### src/rtl/adc_bcd_sequencer.sv
// -----------------------------------------------------------------------------
// adc_bcd_sequencer
//
// Converts raw 12-bit unipolar XADC codes for 13 channels into 4-digit packed
// BCD millivolt words and holds one word per channel for the character
// renderer. A single multiplier plus a sequential 14-iteration double-dabble
// converter is shared by all channels. Samples enter via a ready/valid
// handshake and each conversion occupies 17 cycles.
//
// Optional feature macro: ADC_BCD_FRAME_SYNC_EN
//   When defined, conversions land in per-channel shadow registers. All
//   shadows are copied to out0..out12 together on frame_tick, so the display
//   never shows a half-updated frame. When undefined, outputs update directly
//   at the end of each conversion and frame_tick is ignored.
//
// Ports
//   clk           system clock
//   rst           asynchronous active-high reset
//   sample        raw 12-bit XADC code
//   sample_ch     channel index (0..12 stored; 13..15 discarded)
//   sample_valid  sample/sample_ch valid
//   sample_ready  high only while idle; accept on valid && ready
//   frame_tick    one-cycle frame pulse (used only with ADC_BCD_FRAME_SYNC_EN)
//   out0..out12   packed BCD millivolts, most significant digit in [15:12]
//   updated       one-cycle pulse when the output words are written
//
// Parameters
//   SCALE  millivolts at full-scale code 4096 (1..16383)
//   NCH    number of channels held (fixed at 13)
// -----------------------------------------------------------------------------
module adc_bcd_sequencer #(
  parameter int unsigned SCALE = 3300,
  parameter int unsigned NCH   = 13
) (
  input  logic        clk,
  input  logic        rst,
  input  logic [11:0] sample,
  input  logic [3:0]  sample_ch,
  input  logic        sample_valid,
  output logic        sample_ready,
  input  logic        frame_tick,
  output logic [15:0] out0,
  output logic [15:0] out1,
  output logic [15:0] out2,
  output logic [15:0] out3,
  output logic [15:0] out4,
  output logic [15:0] out5,
  output logic [15:0] out6,
  output logic [15:0] out7,
  output logic [15:0] out8,
  output logic [15:0] out9,
  output logic [15:0] out10,
  output logic [15:0] out11,
  output logic [15:0] out12,
  output logic        updated
);

  localparam int DATA_W = 12;              // ADC code width
  localparam int COEF_W = 14;              // scale factor / millivolt width
  localparam int STAGES = 14;              // double-dabble iterations
  localparam int PROD_W = DATA_W + COEF_W;

  localparam logic [COEF_W-1:0] SCALE_C = COEF_W'(SCALE);
  localparam logic [COEF_W-1:0] MV_MAX  = 14'd9999;
  localparam logic [3:0]        NCH_C   = 4'(NCH);
  localparam logic [3:0]        LAST_IT = 4'(STAGES - 1);

  typedef enum logic [1:0] {
    IDLE  = 2'd0,
    MULT  = 2'd1,
    SHIFT = 2'd2,
    WRITE = 2'd3
  } state_t;

  state_t              state;
  logic [DATA_W-1:0]   code_p0;   // latched sample code
  logic [3:0]          ch_p0;     // latched channel index
  logic [COEF_W-1:0]   mv_p1;     // scaled millivolts, consumed MSB-first
  logic [15:0]         bcd_p2;    // BCD accumulator
  logic [3:0]          iter;      // double-dabble iteration counter
  logic [PROD_W-1:0]   prod;
  logic [15:0]         adj;
  logic [15:0]         out_r [NCH];

`ifdef ADC_BCD_FRAME_SYNC_EN
  logic [15:0]         shadow [NCH];
`else
  logic                unused_frame_tick;
  assign unused_frame_tick = frame_tick;
`endif

  // Scale to millivolts (truncating) and saturate at the 4-digit limit.
  function automatic logic [COEF_W-1:0] sat_mv(input logic [PROD_W-1:0] p);
    logic [PROD_W-1:0] q;
    q = p >> 12;
    if (q > PROD_W'(MV_MAX)) begin
      return MV_MAX;
    end
    return q[COEF_W-1:0];
  endfunction

  // Double-dabble correction: add 3 to every BCD digit that is 5 or more so
  // that the following left shift carries correctly into the next digit.
  function automatic logic [15:0] dabble_adj(input logic [15:0] b);
    logic [15:0] r;
    r = '0;
    for (int i = 0; i < 4; i++) begin
      if (b[i*4 +: 4] >= 4'd5) begin
        r[i*4 +: 4] = b[i*4 +: 4] + 4'd3;
      end else begin
        r[i*4 +: 4] = b[i*4 +: 4];
      end
    end
    return r;
  endfunction

  assign prod = PROD_W'(code_p0) * PROD_W'(SCALE_C);
  assign adj  = dabble_adj(bcd_p2);

  always_ff @(posedge clk or posedge rst) begin
    if (rst) begin
      state        <= IDLE;
      sample_ready <= 1'b1;
      updated      <= 1'b0;
      code_p0      <= '0;
      ch_p0        <= '0;
      mv_p1        <= '0;
      bcd_p2       <= '0;
      iter         <= '0;
      for (int i = 0; i < NCH; i++) begin
        out_r[i] <= '0;
`ifdef ADC_BCD_FRAME_SYNC_EN
        shadow[i] <= '0;
`endif
      end
    end else begin
      updated <= 1'b0;

`ifdef ADC_BCD_FRAME_SYNC_EN
      // Frame copy sees the shadows as they were before any same-edge write,
      // so a coincident conversion shows up on the following tick.
      if (frame_tick) begin
        for (int i = 0; i < NCH; i++) begin
          out_r[i] <= shadow[i];
        end
        updated <= 1'b1;
      end
`endif

      case (state)
        // ---- p0: accept and latch the sample ----
        IDLE: begin
          if (sample_valid && sample_ready) begin
            code_p0      <= sample;
            ch_p0        <= sample_ch;
            sample_ready <= 1'b0;
            state        <= MULT;
          end
        end

        // ---- p1: scale, saturate, prepare the converter ----
        MULT: begin
          mv_p1  <= sat_mv(prod);
          bcd_p2 <= '0;
          iter   <= '0;
          state  <= SHIFT;
        end

        // ---- p2: one double-dabble iteration per cycle ----
        SHIFT: begin
          bcd_p2 <= {adj[14:0], mv_p1[COEF_W-1]};
          mv_p1  <= {mv_p1[COEF_W-2:0], 1'b0};
          iter   <= iter + 4'd1;
          if (iter == LAST_IT) begin
            state <= WRITE;
          end
        end

        // ---- result commit ----
        WRITE: begin
          // Channels 13..15 are dropped without touching any output.
          if (ch_p0 < NCH_C) begin
`ifdef ADC_BCD_FRAME_SYNC_EN
            shadow[ch_p0] <= bcd_p2;
`else
            out_r[ch_p0]  <= bcd_p2;
            updated       <= 1'b1;
`endif
          end
          sample_ready <= 1'b1;
          state        <= IDLE;
        end

        default: begin
          sample_ready <= 1'b1;
          state        <= IDLE;
        end
      endcase
    end
  end

  assign out0  = out_r[0];
  assign out1  = out_r[1];
  assign out2  = out_r[2];
  assign out3  = out_r[3];
  assign out4  = out_r[4];
  assign out5  = out_r[5];
  assign out6  = out_r[6];
  assign out7  = out_r[7];
  assign out8  = out_r[8];
  assign out9  = out_r[9];
  assign out10 = out_r[10];
  assign out11 = out_r[11];
  assign out12 = out_r[12];

endmodule

### config.mk
export PLATFORM = sky130hd
export DESIGN_NAME = adc_bcd_sequencer
export DESIGN_NICKNAME = d
export VERILOG_FILES = /design/src/rtl/adc_bcd_sequencer.sv
export SDC_FILE = /design/constraint.sdc
export NUM_CORES = 1
export LEC_CHECK = 0
export ABC_CLOCK_PERIOD_IN_PS = 10800
export BUFFER_PORTS_ARGS = -buffer_cell sky130_fd_sc_hd__buf_2
export CAP_MARGIN = 0
export CORE_MARGIN = 8
export CORE_UTILIZATION = 40
export DETAILED_ROUTE_END_ITERATION = 6
export GPL_TIMING_DRIVEN = 0
export PLACE_DENSITY = 0.7
export SLEW_MARGIN = 20
export SYNTH_ARGS = -nofsm -noshare
export SYNTH_HDL_FRONTEND = slang
export SYNTH_SLANG_ARGS = --single-unit
### constraint.sdc
create_clock -name clk -period 10.8 [get_ports clk]
set_clock_uncertainty 0.05 [all_clocks]
set_input_delay 1.62 -clock clk [delete_from_list [all_inputs] [get_ports clk]]
set_output_delay 1.62 -clock clk [all_outputs]
set_load 0.01 [all_outputs]
======== Yosys cells after proc, flatten, opt, wreduce, memory -nomap -nowiden ========
Index checks and enable logic that the tools add are counted.
word-level totals
  register bits ........................... 262
  input port bits ......................... 20
  output and inout port bits .............. 210
  word-level logic and storage cells ...... 72
cells by class
  add/sub/neg operators ................... 5
  multipliers ............................. 1
  magnitude comparators ................... 8
  equal/unequal tests ..................... 6
  mux-type cells .......................... 21
  bitwise gates (word level) .............. 1
  reductions and logical operators ........ 9
operators by type and width
  kind                                                                                 count
  208-bit bitwise mux                                                                  1
  16-bit demux with 4-bit select                                                       1
  16-bit case mux with 2 select lines                                                  1
  14-bit two-way mux                                                                   2
  14-bit case mux with 2 select lines                                                  1
  12-bit by 10-bit multiplier with 22-bit output, second input constant                1
  4-bit by 3-bit greater-or-equal comparator with 1-bit output, second input constant  4
  16-bit two-way mux                                                                   1
  12-bit by 14-bit greater-than comparator with 1-bit output, second input constant    1
  4-bit by 2-bit adder with 4-bit output, second input constant                        3
  4-bit two-way mux                                                                    3
  2-bit case mux with 4 select lines                                                   1
  4-bit case mux with 2 select lines                                                   1
  2-bit AND reduction                                                                  4
  5-bit greater-or-equal comparator, second input constant                             1
  5-bit by 1-bit < comparator with 1-bit output, second input constant                 1
  1-bit two-way mux                                                                    5
  4-bit NOT with 5-bit output                                                          1
  4-bit by 1-bit adder with 4-bit output, second input constant                        1
  2-bit == test, second input constant                                                 2
  4-bit == test, second input constant                                                 1
  4-bit < comparator, second input constant                                            1
  2-bit two-way mux                                                                    2
  2-bit inequality test, second input constant                                         2
  7 further kinds                                                                      9

======== Depth between registers and ports, before layout ========
  word-level depth ........................ 6
  depth in mapped cells ................... 17
  mapped depth without buffers ............ 17

======== Worst setup path after synthesis ========
Ideal clock, no wire load.
  path type ............................... register to register
  from .................................... register code_p0[1]
  to ...................................... register mv_p1[11]
  setup time .............................. 130 ps
  arrival time ............................ 4512 ps
  data required time ...................... 10620 ps
  setup slack ............................. 6107 ps
  cell stages (with the launch flop) ...... 17
  clock period less this slack ............ 4693 ps
  cells stage by stage .................... dfrtp_1 > ha_1 > xor2_1 > ha_1 > fa_1 > fa_1 > inv_1 > fa_1 > inv_1 > ha_1 > and3_1 > o2111ai_1 > a21oi_2 > or4b_4 > o31a_1 > xnor2_1 > o21ai_1
between the ends
  cells in the longest elaborated chain, start to end .. 6
ends and longest elaborated chain
  what                                                        line  text
  from (decl)                                                 76    logic [DATA_W-1:0] code_p0;
  from (signal assigned)                                      154   code_p0 <= sample;
  12-bit by 10-bit multiplier with 22-bit output (*)          117   assign prod = PROD_W'(code_p0) * PROD_W'(SCALE_C);
  12-bit by 14-bit greater-than comparator with 1-bit output  96    if (q > PROD_W'(MV_MAX)) begin
  1-bit two-way mux                                           96
  1-bit two-way mux                                           150   case (state)
  14-bit two-way mux (*)                                      99    return q[COEF_W-1:0];
  14-bit case mux with 2 select lines (*)                     150
  to (signal assigned)                                        163   mv_p1 <= sat_mv(prod);
  to (signal assigned)                                        172   mv_p1 <= {mv_p1[COEF_W-2:0], 1'b0};
  to (decl)                                                   78    logic [COEF_W-1:0] mv_p1;
Mark *: on every way between the ends. The rest lies on a longest branch, timed or not. The select of a mux whose other input is x is not followed.
A chain may end at the register's enable or synchronous reset.

======== Worst setup path after layout ========
  from .................................... register code_p0[4]
  to ...................................... register mv_p1[11]
The elaborated chain is that of the path after synthesis.

==> results.md <==
* ANT nets after route at 0
* Final Setup Violations at 0
* Place WS at 5810 ps
* Crit-path cells: ha_1 -> ha_1 -> inv_1 -> fa_1 -> inv_1 -> fa_1 -> inv_1 -> fa_1 -> inv_1 -> ha_1 -> a211oi_2 -> nor2_1 -> o21a_1 -> or4b_4 -> o31a_1 -> xnor2_1 -> o21ai_1
* Synth Warn # at 0
* Hold Crit Depth at 2
* Async SR Flop Fraction at 1.00
* CTS Buf Count at 28
* Synth top area share at 0.536
* Slew margin rel. at 0.358
* Commonest cells after routing, fill and taps aside: 261 x dfrtp_1, 236 x buf_2, 146 x mux2_2
* CTS tree: built
* Largest net degree at the start of global routing at a little over 100
* Vias in the first global route at slightly above 9000
* Routability cong. at approximately 0.83
* Clock root cell: clkbuf_16
* Initial drt markers at 450
* Final worst slack at between 5000 and 6000 ps
* Origin of the critical flop-to-flop path: code_p0[4]
* RR Endpoint: mv_p1[11]
* I/O Buffers at 228
* DR DRC count at 0
* Peak supply drop at 0.000106 V
* Share of post-route cells with drive strength above 1 at 0.342
* CTS sink count at about 260
* Most used cell, CP: inv_1
* Final slew viol count at 0
* Hold Vio Cnt, Final at 0
* Gate Count Post-Synth at between 900 and 1000
* Die W at 191 um
* Final WL at around 33000 um
* WL/cell at between 15 and 20 um
* Area Growth Syn to Fin at 22.1%
* Initial Util at 0.403
* Slack of the worst reg-to-reg path at between 5000 and 6000 ps
* Initial antenna violation count at 1
* Post-route setup TNS at 0 ps
* Sequential share of the synthesized area at 0.538
* Number of synthesized register bits at approximately 260
* Top post-synthesis cells by area: dfrtp_1 54%, mux2_2 13%, ha_1 8.7%
* CP arrival at about 5400 ps
* Bufs on Longest Clock Path at 3
* Critical Path End Type: flop
* Dpl hpwl at between 20000 and 25000 um
* Leakage power at between 0.008 and 0.009 uW
* DIE AREA at 36300 um2
* RSZ-0062 raised after global routing: false
* Fillers at 2712
* Post-Syn Area at roughly 12000 um2
* Die height at 191 um
* CTS hold repair buffers at 0
* Top_reg_cell synth: dfrtp_1
* # rows at 64
* Worst-path clk slew at 60 ps
* # H-tree levels at 1
* Global-route wire length before repair at 51800 um
* Number of cells on the worst reg-to-reg path at 17
* Clock latency on the worst-skew pair at roughly 560 ps
* Maxcap violations at 0
* Most common cell after layout, fill and taps aside: dfrtp_1
* Core Area at around 30000 um2
* Netlist cell types at 45
* Crit start category: flop
* Fmax at 0.200 GHz
* Vias/cell at between 5 and 6
* Post-Syn Nets at roughly 1100
* EDFF count, synth at 0
* Hold path start: out12[4]
* Largest fanout on the critical path at 5
* Data required time of the worst path at between 10000 and 15000 ps
* Aggregate global routing overflow at 0
* GR Util All Layers at 0.179
* Crit-path max cell delay at around 530 ps
* Status: complete, no violations
* Biggest area consumer among synthesized cells: dfrtp_1
* Final period util at 0.462
* Least-Margin Pin Slew at ~960 ps
* Post_cts resized at 0
* Routed via count at 8630
* Synth Area per Inst at roughly 12 um2
* PD cells at roughly 140 nW/um2
* Hold Crit Class: flop to flop
* Post-CTS Setup Repair Bufs at 0
* Worst Hold End: out12[4]
* Min Tclk post-route at between 4000 and 5000 ps
* Drt first pass iters at 5
* Final #Nets at between 1000 and 1500
* Slowest CP cell: fa_1
* Critical path class: flop to flop
* I/O pin cnt at 230
metal layers:
metal | up-vias | wire length (um) | global-route usage
met5 | - | 0 | 0
met3 | 50 | 1980 | 0.0347
met4 | 0 | 768 | 0.0534
met2 | 236 | 16200 | 0.307
met1 | 4398 | 13700 | 0.225
li1 | 3946 | - | -
synthesized netlist by cell type, types with 2 or more instances:
library cell	n
xnor2_1	10
nand2b_1	8
fa_1	28
clkbuf_1	41
a21oi_1	29
clkinv_1	5
and2_1	2
o221ai_1	3
o22ai_1	14
nand3_1	11
nor3_1	2
a31oi_1	7
o32ai_1	2
nor2b_1	7
buf_2	8
a21o_1	3
nand3b_1	4
o21a_1	3
nor3b_1	3
mux2_2	146
or3_1	2
mux2i_1	2
inv_1	57
and3_1	3
ha_1	85
o21ai_0	102
dfrtp_1	261
nor2_1	20
nand2_1	97
xor2_1	12
o31ai_1	3
a32o_1	3
cell type report:
| cell class | count | area [um2] | share of cell area |
|---|---|---|---|
| Multi-Input combinational cell | 623 | 5210 | 0.350 |
| Buffer | 49 | 194 | 0.0130 |
| Sequential cell | 262 | 6560 | 0.441 |
| Tap cell | 396 | 495 | 0.0333 |
| Clock buffer | 40 | 806 | 0.0541 |
| Inverter | 62 | 240 | 0.0161 |
| Timing Repair Buffer | 230 | 1200 | 0.0804 |
| Clock inverter | 10 | 180 | 0.0121 |
| Antenna cell | 2 | 5.00 | 0.000336 |
per-stage QoR:
stage / cell area (um2) / util / hold WS [ps] / instances / power, uW
detailed placement: 13900 / 0.459 / 416 / 1622 / 1030
floorplan: 12200 / - / 417 / 996 / 1010
CTS: 14900 / 0.492 / 430 / 1672 / 2050
global placement: 13800 / 0.457 / 407 / 1620 / 1020
finish: 14900 / 0.492 / 425 / 1674 / 2020
global route: 14900 / 0.492 / 454 / 1673 / 2090
critical path: cells and delay by family, from the launching register on:
family,cells,cell delay [ps]
AND/OR/NAND/NOR,2,590
XOR/XNOR,1,190
adder cells (fa/ha/maj),6,2600
buffers and inverters,4,210
AO/OA/AOI/OAI,4,770
flip-flops,1,460
where the power goes:
group / switching, uW / internal (uW) / total, uW
Sequential: 0 / 982 / 982
Clock: 403 / 615 / 1020
Combinational: 20.2 / 4.55 / 24.8
Total: 423 / 1600 / 2020
worst max path at each step:
| stage | startpoint | endpoint | slack, ps | cells past startpoint |
|---|---|---|---|---|
| finish | code_p0[4] | mv_p1[11] | 5810 | 17 |
| global route | code_p0[1] | mv_p1[11] | 5590 | 16 |
| CTS | code_p0[4] | mv_p1[11] | 5810 | 17 |
| detailed placement | code_p0[4] | mv_p1[11] | 5810 | 17 |
| global placement | rst | out6[2] | -970 | 2 |
| floorplan | rst | bcd_p2[0] | 1920 | 1 |
cell families (layout without fill, tap and decap cells):
| logic type | after synthesis | after routing | synth area share |
|---|---|---|---|
| AOI/OAI and AO/OA | 177 | 177 | 0.0820 |
| xor gates and xnor gates | 22 | 22 | 0.0158 |
| adders and majority gates | 113 | 113 | 0.133 |
| buffers and inverters | 111 | 391 | 0.0350 |
| DFF | 262 | 262 | 0.538 |
| muxes | 148 | 148 | 0.136 |
| other | 0 | 2 | 0 |
| and+or+nand+nor | 163 | 163 | 0.0598 |
registers in the layout, indices dropped and copies added (netlist names), 12 cells and up:
register	count
bcd_p2	16
out0	16
out10	16
out11	16
out12	16
out1	16
out2	16
out3	16
out4	16
out5	16
out6	16
out7	16
out8	16
out9	16
mv_p1	14
code_p0	12
Power figures use the tool's default switching activity.
